==> src/rtl/fp_align_pkg.sv <==
// Shared widths, FSM state encoding and guard/round/sticky bundle for the
// FP adder pre-add alignment stage.
package fp_align_pkg;

  localparam int MAN_W     = 24;
  localparam int EXP_W     = 8;
  localparam int MAX_SHIFT = 26;
  localparam int SHIFT_W   = 5;

  typedef enum logic [1:0] {
    IDLE,
    COMPARE,
    SHIFT,
    DONE
  } align_state_e;

  typedef struct packed {
    logic g;
    logic r;
    logic s;
  } grs_t;

endpackage

==> src/rtl/fp_align_unit_shift.sv <==
// Combinational right shift of {man, g, r, s} by k bits (k <= MAX_SHIFT);
// bits leaving the round position fold into sticky.
module align_shift_stage
  import fp_align_pkg::*;
(
  input  logic [MAN_W-1:0]   man_in,
  input  grs_t               grs_in,
  input  logic [SHIFT_W-1:0] k,
  output logic [MAN_W-1:0]   man_out,
  output grs_t               grs_out
);

  always_comb begin
    man_out = man_in;
    grs_out = grs_in;
    for (int unsigned i = 0; i < MAX_SHIFT; i++) begin
      if (i < 32'(k)) begin
        grs_out.s = grs_out.s | grs_out.r;
        grs_out.r = grs_out.g;
        grs_out.g = man_out[0];
        man_out   = man_out >> 1;
      end
    end
  end

endmodule

==> src/rtl/fp_align_unit.sv <==
// Pre-add alignment: selects the larger operand and right-shifts the smaller
// mantissa into GRS. Define FP_ALIGN_BARREL_EN for a single-cycle SHIFT.
module fp_align_unit
  import fp_align_pkg::*;
#(
  parameter int SHIFT_STEP = 1
) (
  input  logic             Clk,
  input  logic             Reset,
  input  logic             in_valid,
  output logic             in_ready,
  input  logic [7:0]       a_exp,
  input  logic [23:0]      a_man,
  input  logic [7:0]       b_exp,
  input  logic [23:0]      b_man,
  output logic             out_valid,
  input  logic             out_ready,
  output logic [7:0]       exp_common,
  output logic [23:0]      man_large,
  output logic [23:0]      man_small,
  output logic             guard,
  output logic             round,
  output logic             sticky,
  output logic             swapped
);

  align_state_e       state_q, state_d;
  logic [EXP_W-1:0]   a_exp_q, a_exp_d, b_exp_q, b_exp_d;
  logic [MAN_W-1:0]   a_man_q, a_man_d, b_man_q, b_man_d;
  logic [SHIFT_W-1:0] rem_q, rem_d;
  logic [EXP_W-1:0]   exp_common_q, exp_common_d;
  logic [MAN_W-1:0]   man_large_q, man_large_d;
  logic [MAN_W-1:0]   man_small_q, man_small_d;
  grs_t               grs_q, grs_d;
  logic               swapped_q, swapped_d;

  logic               a_big;
  logic [EXP_W-1:0]   exp_diff;
  logic [SHIFT_W-1:0] rem_init;
  logic [SHIFT_W-1:0] shift_k;
  logic [MAN_W-1:0]   sh_man;
  grs_t               sh_grs;

  // Full tie (equal exponent and mantissa) keeps A as the larger operand.
  assign a_big    = (a_exp_q > b_exp_q) || ((a_exp_q == b_exp_q) && (a_man_q >= b_man_q));
  assign exp_diff = a_big ? (a_exp_q - b_exp_q) : (b_exp_q - a_exp_q);
  assign rem_init = (exp_diff > 8'(MAX_SHIFT)) ? SHIFT_W'(MAX_SHIFT) : exp_diff[SHIFT_W-1:0];

`ifdef FP_ALIGN_BARREL_EN
  assign shift_k = rem_q;
`else
  localparam logic [SHIFT_W-1:0] STEP_K = SHIFT_W'(SHIFT_STEP);
  assign shift_k = (rem_q < STEP_K) ? rem_q : STEP_K;
`endif

  align_shift_stage u_shift (
    .man_in  (man_small_q),
    .grs_in  (grs_q),
    .k       (shift_k),
    .man_out (sh_man),
    .grs_out (sh_grs)
  );

  always_comb begin
    state_d      = state_q;
    a_exp_d      = a_exp_q;
    a_man_d      = a_man_q;
    b_exp_d      = b_exp_q;
    b_man_d      = b_man_q;
    rem_d        = rem_q;
    exp_common_d = exp_common_q;
    man_large_d  = man_large_q;
    man_small_d  = man_small_q;
    grs_d        = grs_q;
    swapped_d    = swapped_q;
    unique case (state_q)
      IDLE: begin
        if (in_valid) begin
          a_exp_d = a_exp;
          a_man_d = a_man;
          b_exp_d = b_exp;
          b_man_d = b_man;
          state_d = COMPARE;
        end
      end
      COMPARE: begin
        exp_common_d = a_big ? a_exp_q : b_exp_q;
        man_large_d  = a_big ? a_man_q : b_man_q;
        man_small_d  = a_big ? b_man_q : a_man_q;
        grs_d        = '0;
        swapped_d    = ~a_big;
        rem_d        = rem_init;
        state_d      = (rem_init == '0) ? DONE : SHIFT;
      end
      SHIFT: begin
        man_small_d = sh_man;
        grs_d       = sh_grs;
        rem_d       = rem_q - shift_k;
        if (rem_q == shift_k) state_d = DONE;
      end
      DONE: begin
        if (out_ready) state_d = IDLE;
      end
      default: state_d = IDLE;
    endcase
  end

  always_ff @(posedge Clk) begin
    if (Reset) begin
      state_q      <= IDLE;
      a_exp_q      <= '0;
      a_man_q      <= '0;
      b_exp_q      <= '0;
      b_man_q      <= '0;
      rem_q        <= '0;
      exp_common_q <= '0;
      man_large_q  <= '0;
      man_small_q  <= '0;
      grs_q        <= '0;
      swapped_q    <= 1'b0;
    end else begin
      state_q      <= state_d;
      a_exp_q      <= a_exp_d;
      a_man_q      <= a_man_d;
      b_exp_q      <= b_exp_d;
      b_man_q      <= b_man_d;
      rem_q        <= rem_d;
      exp_common_q <= exp_common_d;
      man_large_q  <= man_large_d;
      man_small_q  <= man_small_d;
      grs_q        <= grs_d;
      swapped_q    <= swapped_d;
    end
  end

  assign in_ready   = (state_q == IDLE) && !Reset;
  assign out_valid  = (state_q == DONE);
  assign exp_common = exp_common_q;
  assign man_large  = man_large_q;
  assign man_small  = man_small_q;
  assign guard      = grs_q.g;
  assign round      = grs_q.r;
  assign sticky     = grs_q.s;
  assign swapped    = swapped_q;

endmodule
==> config.mk <==
export PLATFORM = sky130hd
export DESIGN_NAME = fp_align_unit
export DESIGN_NICKNAME = d
export VERILOG_FILES = /design/src/rtl/fp_align_pkg.sv /design/src/rtl/fp_align_unit_shift.sv /design/src/rtl/fp_align_unit.sv
export SDC_FILE = /design/constraint.sdc
export NUM_CORES = 1
export LEC_CHECK = 0
export CELL_PAD_IN_SITES_DETAIL_PLACEMENT = 1
export CELL_PAD_IN_SITES_GLOBAL_PLACEMENT = 1
export CORE_ASPECT_RATIO = 1.25
export CORE_MARGIN = 2
export CORE_UTILIZATION = 42
export DETAILED_ROUTE_END_ITERATION = 10
export HOLD_SLACK_MARGIN = 0.12
export PLACE_DENSITY = 0.84
export SLEW_MARGIN = 20
export SYNTH_ARGS = -nofsm -noshare
export SYNTH_HDL_FRONTEND = slang
export SYNTH_HIERARCHICAL = 1
export SYNTH_SLANG_ARGS = --single-unit
==> constraint.sdc <==
create_clock -name Clk -period 4.5 [get_ports Clk]
set_clock_uncertainty 0.15 [all_clocks]
set_input_delay 0.45 -clock Clk [delete_from_list [all_inputs] [get_ports Clk]]
set_output_delay 0.45 -clock Clk [all_outputs]
set_load 0.02 [all_outputs]
==> results by group <==
Status
  – Result of the run: finished with violations
  – Failing checks: design-rule violations

Layout
  – Fraction of layout instances using a drive strength above 1: 0.0713
  – Final net count: 1730
  – Filler cell count: 3279
  – Antenna diode instance count: 0
  – Final core utilization: 0.510
  – Area added between synthesis and finish: 19.1%

Floorplanning
  – Initial Util: 0.428
  – Top-level I/O count: 130
  – Standard-cell rows: 66
  – Floorplan core area: 26000 µm²
  – Die outline height: 186 µm
  – Full die area: 27800 µm²
  – Die Span X: 150 µm

Worst setup path
  – Ordered list of cells on the worst path: nor4_1 -> buf_4 -> nand2b_4 -> mux2i_1 -> a21oi_1 -> nor3_1 -> nor2_1 -> nor4b_1 -> buf_4 -> or3_1 -> a22oi_1 -> nor2_1 -> nand2_1 -> o21ai_0 -> mux2i_1 -> nor2_1
  – Worst-path maximum fanout: 32
  – R2R Setup Slk: 570 ps
  – Element type at the critical path start: flip-flop
  – Critical R2R Launch: rem_q[1]
  – Slowest Stage Delay on Critical Path: 530 ps
  – Required time at the worst-slack endpoint: 4710 ps
  – Top Family by Delay on Critical Path: simple AND/OR/NAND/NOR gates
  – Worst path most repeated cell: sky130_fd_sc_hd__nor2_1
  – WP buf/inv: 2
  – Slowest stage cell on the critical path: sky130_fd_sc_hd__nor4b_1
  – FF-to-FF End: man_small[0]
  – Depth of the most critical reg-to-reg path: 16
  – Critical path class: flip-flop to flip-flop
  – Data arrival time of the critical path: 4140 ps
  – Endpoint kind of the worst setup timing path: flip-flop

Clock network
  – Max Buffers Root-to-Sink: 2
  – Clock root buffer master: sky130_fd_sc_hd__clkbuf_16
  – Post-cts gate resize count: 0
  – Number of sinks on the clock net: 131
  – Clock tree from TritonCTS: done
  – H-tree depth: 4
  – # hold bufs at CTS: 0
  – Postcts setup bufs: 0
  – Clock-pin slew of the registers on the worst-case setup and hold paths: 60 ps
  – Clock insertion delay at the later pin of the skew report: 430 ps
  – Inserted Clock Buffers: 17

Placement
  – IO Port Bufs: 129
  – Detailed placement HPWL: 34.5 mm
  – Weighted congestion at the end of routability-driven global placement: 0.964

GRT
  – First-pass GRT wire length: 74.1 mm
  – Total global routing overflow: 0
  – Number of antenna violations at the first check in global routing: 1
  – Number of global-route vias before repair: 12946
  – Maximum number of pins on one net before global-route repair: 102
  – Global router's overall resource usage: 0.345

Yosys
  – Mean instance size in the synthesized netlist: 7.20 µm²
  – Sequential cell area fraction in the yosys report: 0.236
  – Fraction of synthesized cell area taken by the top area cell type: 0.236
  – Number of flops mapped to enable cells by yosys: 0
  – Leading cell types by total area after synthesis: sky130_fd_sc_hd__dfxtp_1 (24%), sky130_fd_sc_hd__mux2i_1 (9.7%), sky130_fd_sc_hd__nand2_1 (8.4%), sky130_fd_sc_hd__a21oi_1 (6.6%), sky130_fd_sc_hd__nor2_1 (5.6%)
  – Synth Flop Type: sky130_fd_sc_hd__dfxtp_1
  – Post-synthesis register bit count: 131
  – Number of different library cells in the post-synthesis netlist: 98
  – Post-Syn Instances: 1546
  – Combinational family with the most area after synthesis: compound AO/OA/AOI/OAI gates
  – Share of synthesized area spent on multiplexers: 0.111
  – Share of flip-flops with an asynchronous set or reset: 0
  – Xor and xnor area share after synthesis: 0.00539
  – Adder-cell share of the synthesized area: 0.0542
  – Area fraction in and, or, nand and nor cells after synthesis: 0.240
  – Cell area after technology mapping: 11100 µm²
  – Compound-Gate Fraction of Synth Area: 0.286
  – Largest area contributor in the synthesized netlist: sky130_fd_sc_hd__dfxtp_1
  – Number of warnings printed during yosys synthesis: 6

Detailed routing
  – Post-route antenna net violation count: 0
  – Remaining design rule violation count: 1
  – Via Count: 12559
  – Average wire length per cell after detail routing: 24.3 µm
  – Via density per instance: 6.38
  – Number of detailed-route iterations in the first pass: 8
  – Violation count after the first detailed-route iteration: 1065
  – Routed wire length: 47.9 mm

Timing
  – Fin crit period: 3930 ps
  – F_max: 254 MHz
  – Hold violation count in the final report: 0
  – Number of pins exceeding their max-slew limit in the final report: 0
  – Actual slew at the worst max-slew pin: 1380 ps
  – Unrepaired setup endpoints after global routing: no
  – Slew headroom: 0.0799
  – Number of failing setup endpoints in the final timing report: 0
  – Post-route setup TNS: 0 ps
  – Post-route clock period utilization: 0.873

Power and ir drop
  – Leakage Power: 4.92 nW
  – Power density over the cells: 654 nW/µm²
  – Max rail drop VDD: 0.496 mV

Worst hold path
  – Worst Hold Class: input pin to flip-flop
  – Count of cells along the worst hold path: 2
  – Origin of the worst min-delay path: Reset
  – End point of the worst hold path: man_small[18]

Flow run
  – Count of max-cap constraint violations: 0
==> report_power, final <==
| part | internal [mW] | leakage [nW] | switching [mW] |
|---|---|---|---|
| Clock | 0.834 | 0.287 | 0.606 |
| Combinational | 2.11 | 3.56 | 3.24 |
| Sequential | 1.47 | 1.07 | 0.415 |
==> sequential cells by signal, summed over array words and instances, names as in the netlist, 2 cells and up <==
| register | count |
|---|---|
| b_man_q | 24 |
| state_q | 2 |
| a_exp_q | 8 |
| rem_q | 5 |
| a_man_q | 24 |
| exp_common | 8 |
| man_small | 24 |
| b_exp_q | 8 |
| man_large | 24 |
==> how the worst max path moves through the flow <==
stage | start | depth (start not counted) | endpoint
CTS | rem_q[1] | 16 | man_small[0]
floorplan | rem_q[1] | 17 | sticky
finish | rem_q[1] | 16 | man_small[0]
detailed placement | rem_q[1] | 16 | man_small[0]
global placement | rem_q[1] | 16 | man_small[0]
global route | rem_q[1] | 15 | guard
==> worst register-to-register path, cell delays in order, from the launching register on <==
cell                       delay [ps]
sky130_fd_sc_hd__dfxtp_1          370
sky130_fd_sc_hd__nor4_1           330
sky130_fd_sc_hd__buf_4            200
sky130_fd_sc_hd__nand2b_4         240
sky130_fd_sc_hd__mux2i_1          230
sky130_fd_sc_hd__a21oi_1          150
sky130_fd_sc_hd__nor3_1           390
sky130_fd_sc_hd__nor2_1            90
sky130_fd_sc_hd__nor4b_1          530
sky130_fd_sc_hd__buf_4            220
sky130_fd_sc_hd__or3_1            100
sky130_fd_sc_hd__a22oi_1          130
sky130_fd_sc_hd__nor2_1           310
sky130_fd_sc_hd__nand2_1          100
sky130_fd_sc_hd__o21ai_0          120
sky130_fd_sc_hd__mux2i_1          110
sky130_fd_sc_hd__nor2_1           100
==> per-stage QoR <==
stage	hold WS (ps)	total power [mW]	std cells	area [µm²]	setup slack [ps]
floorplan	299	5.45	1556	11200	744
global placement	314	6.79	1935	12600	724
detailed placement	328	6.94	1935	12600	610
CTS	276	8.44	1967	13200	574
global route	288	9.17	1968	13300	213
finish	282	8.68	1968	13300	569
==> cells in the final DEF (no fill, tap or decap), types with 12 or more instances in the layout <==
cell and instances:
sky130_fd_sc_hd__clkdlybuf4s50_1 128, sky130_fd_sc_hd__o21ai_0 86, sky130_fd_sc_hd__o211ai_1 19, sky130_fd_sc_hd__mux2i_1 108
sky130_fd_sc_hd__nand3_1 20, sky130_fd_sc_hd__o22ai_1 12, sky130_fd_sc_hd__inv_1 59, sky130_fd_sc_hd__nor2b_1 22
sky130_fd_sc_hd__nor3_1 25, sky130_fd_sc_hd__a211oi_1 52, sky130_fd_sc_hd__nand2_1 248, sky130_fd_sc_hd__nand2b_1 19
sky130_fd_sc_hd__and2_1 13, sky130_fd_sc_hd__clkbuf_16 17, sky130_fd_sc_hd__a31oi_1 14, sky130_fd_sc_hd__dfxtp_1 131
sky130_fd_sc_hd__buf_4 28, sky130_fd_sc_hd__a21oi_1 147, sky130_fd_sc_hd__ha_1 44, sky130_fd_sc_hd__nor2_1 165
==> layout make-up <==
class | instances | area (µm²) | area share
repair buffers | 159 | 1560 | 0.118
clock buffers | 17 | 425 | 0.0321
multi-input cells | 1246 | 7830 | 0.590
flip-flops and latches | 131 | 2620 | 0.198
well taps | 340 | 425 | 0.0321
clock inverters | 15 | 174 | 0.0131
inverters | 60 | 225 | 0.0170
==> per-layer routing <==
layer	share of wire	global-route usage	vias to the layer above
li1	-	-	5707
met1	0.41	0.415	6132
met2	0.47	0.576	549
met3	0.060	0.0569	169
met4	0.061	0.204	2
met5	0.00023	0	-
==> cells by family after synthesis <==
| kind of cell | after synthesis |
|---|---|
| flip-flops | 131 |
| XOR/XNOR | 6 |
| AND/OR/NAND/NOR | 587 |
| buffers and inverters | 179 |
| multiplexers | 120 |
| AO/OA/AOI/OAI | 475 |
| other | 1 |
| adder cells (fa/ha/maj) | 47 |
==> Yosys cell counts (20+ instances only) <==
master,count
sky130_fd_sc_hd__mux2i_1,108
sky130_fd_sc_hd__a21oi_1,147
sky130_fd_sc_hd__nand3_1,20
sky130_fd_sc_hd__nor2_1,165
sky130_fd_sc_hd__nand2_1,249
sky130_fd_sc_hd__o21ai_0,86
sky130_fd_sc_hd__nor2b_1,22
sky130_fd_sc_hd__inv_1,59
sky130_fd_sc_hd__clkbuf_1,78
sky130_fd_sc_hd__a211oi_1,52
sky130_fd_sc_hd__ha_1,45
sky130_fd_sc_hd__dfxtp_1,131
sky130_fd_sc_hd__nand2b_1,20
sky130_fd_sc_hd__nor3_1,25
(Power assumes the default switching activity.)
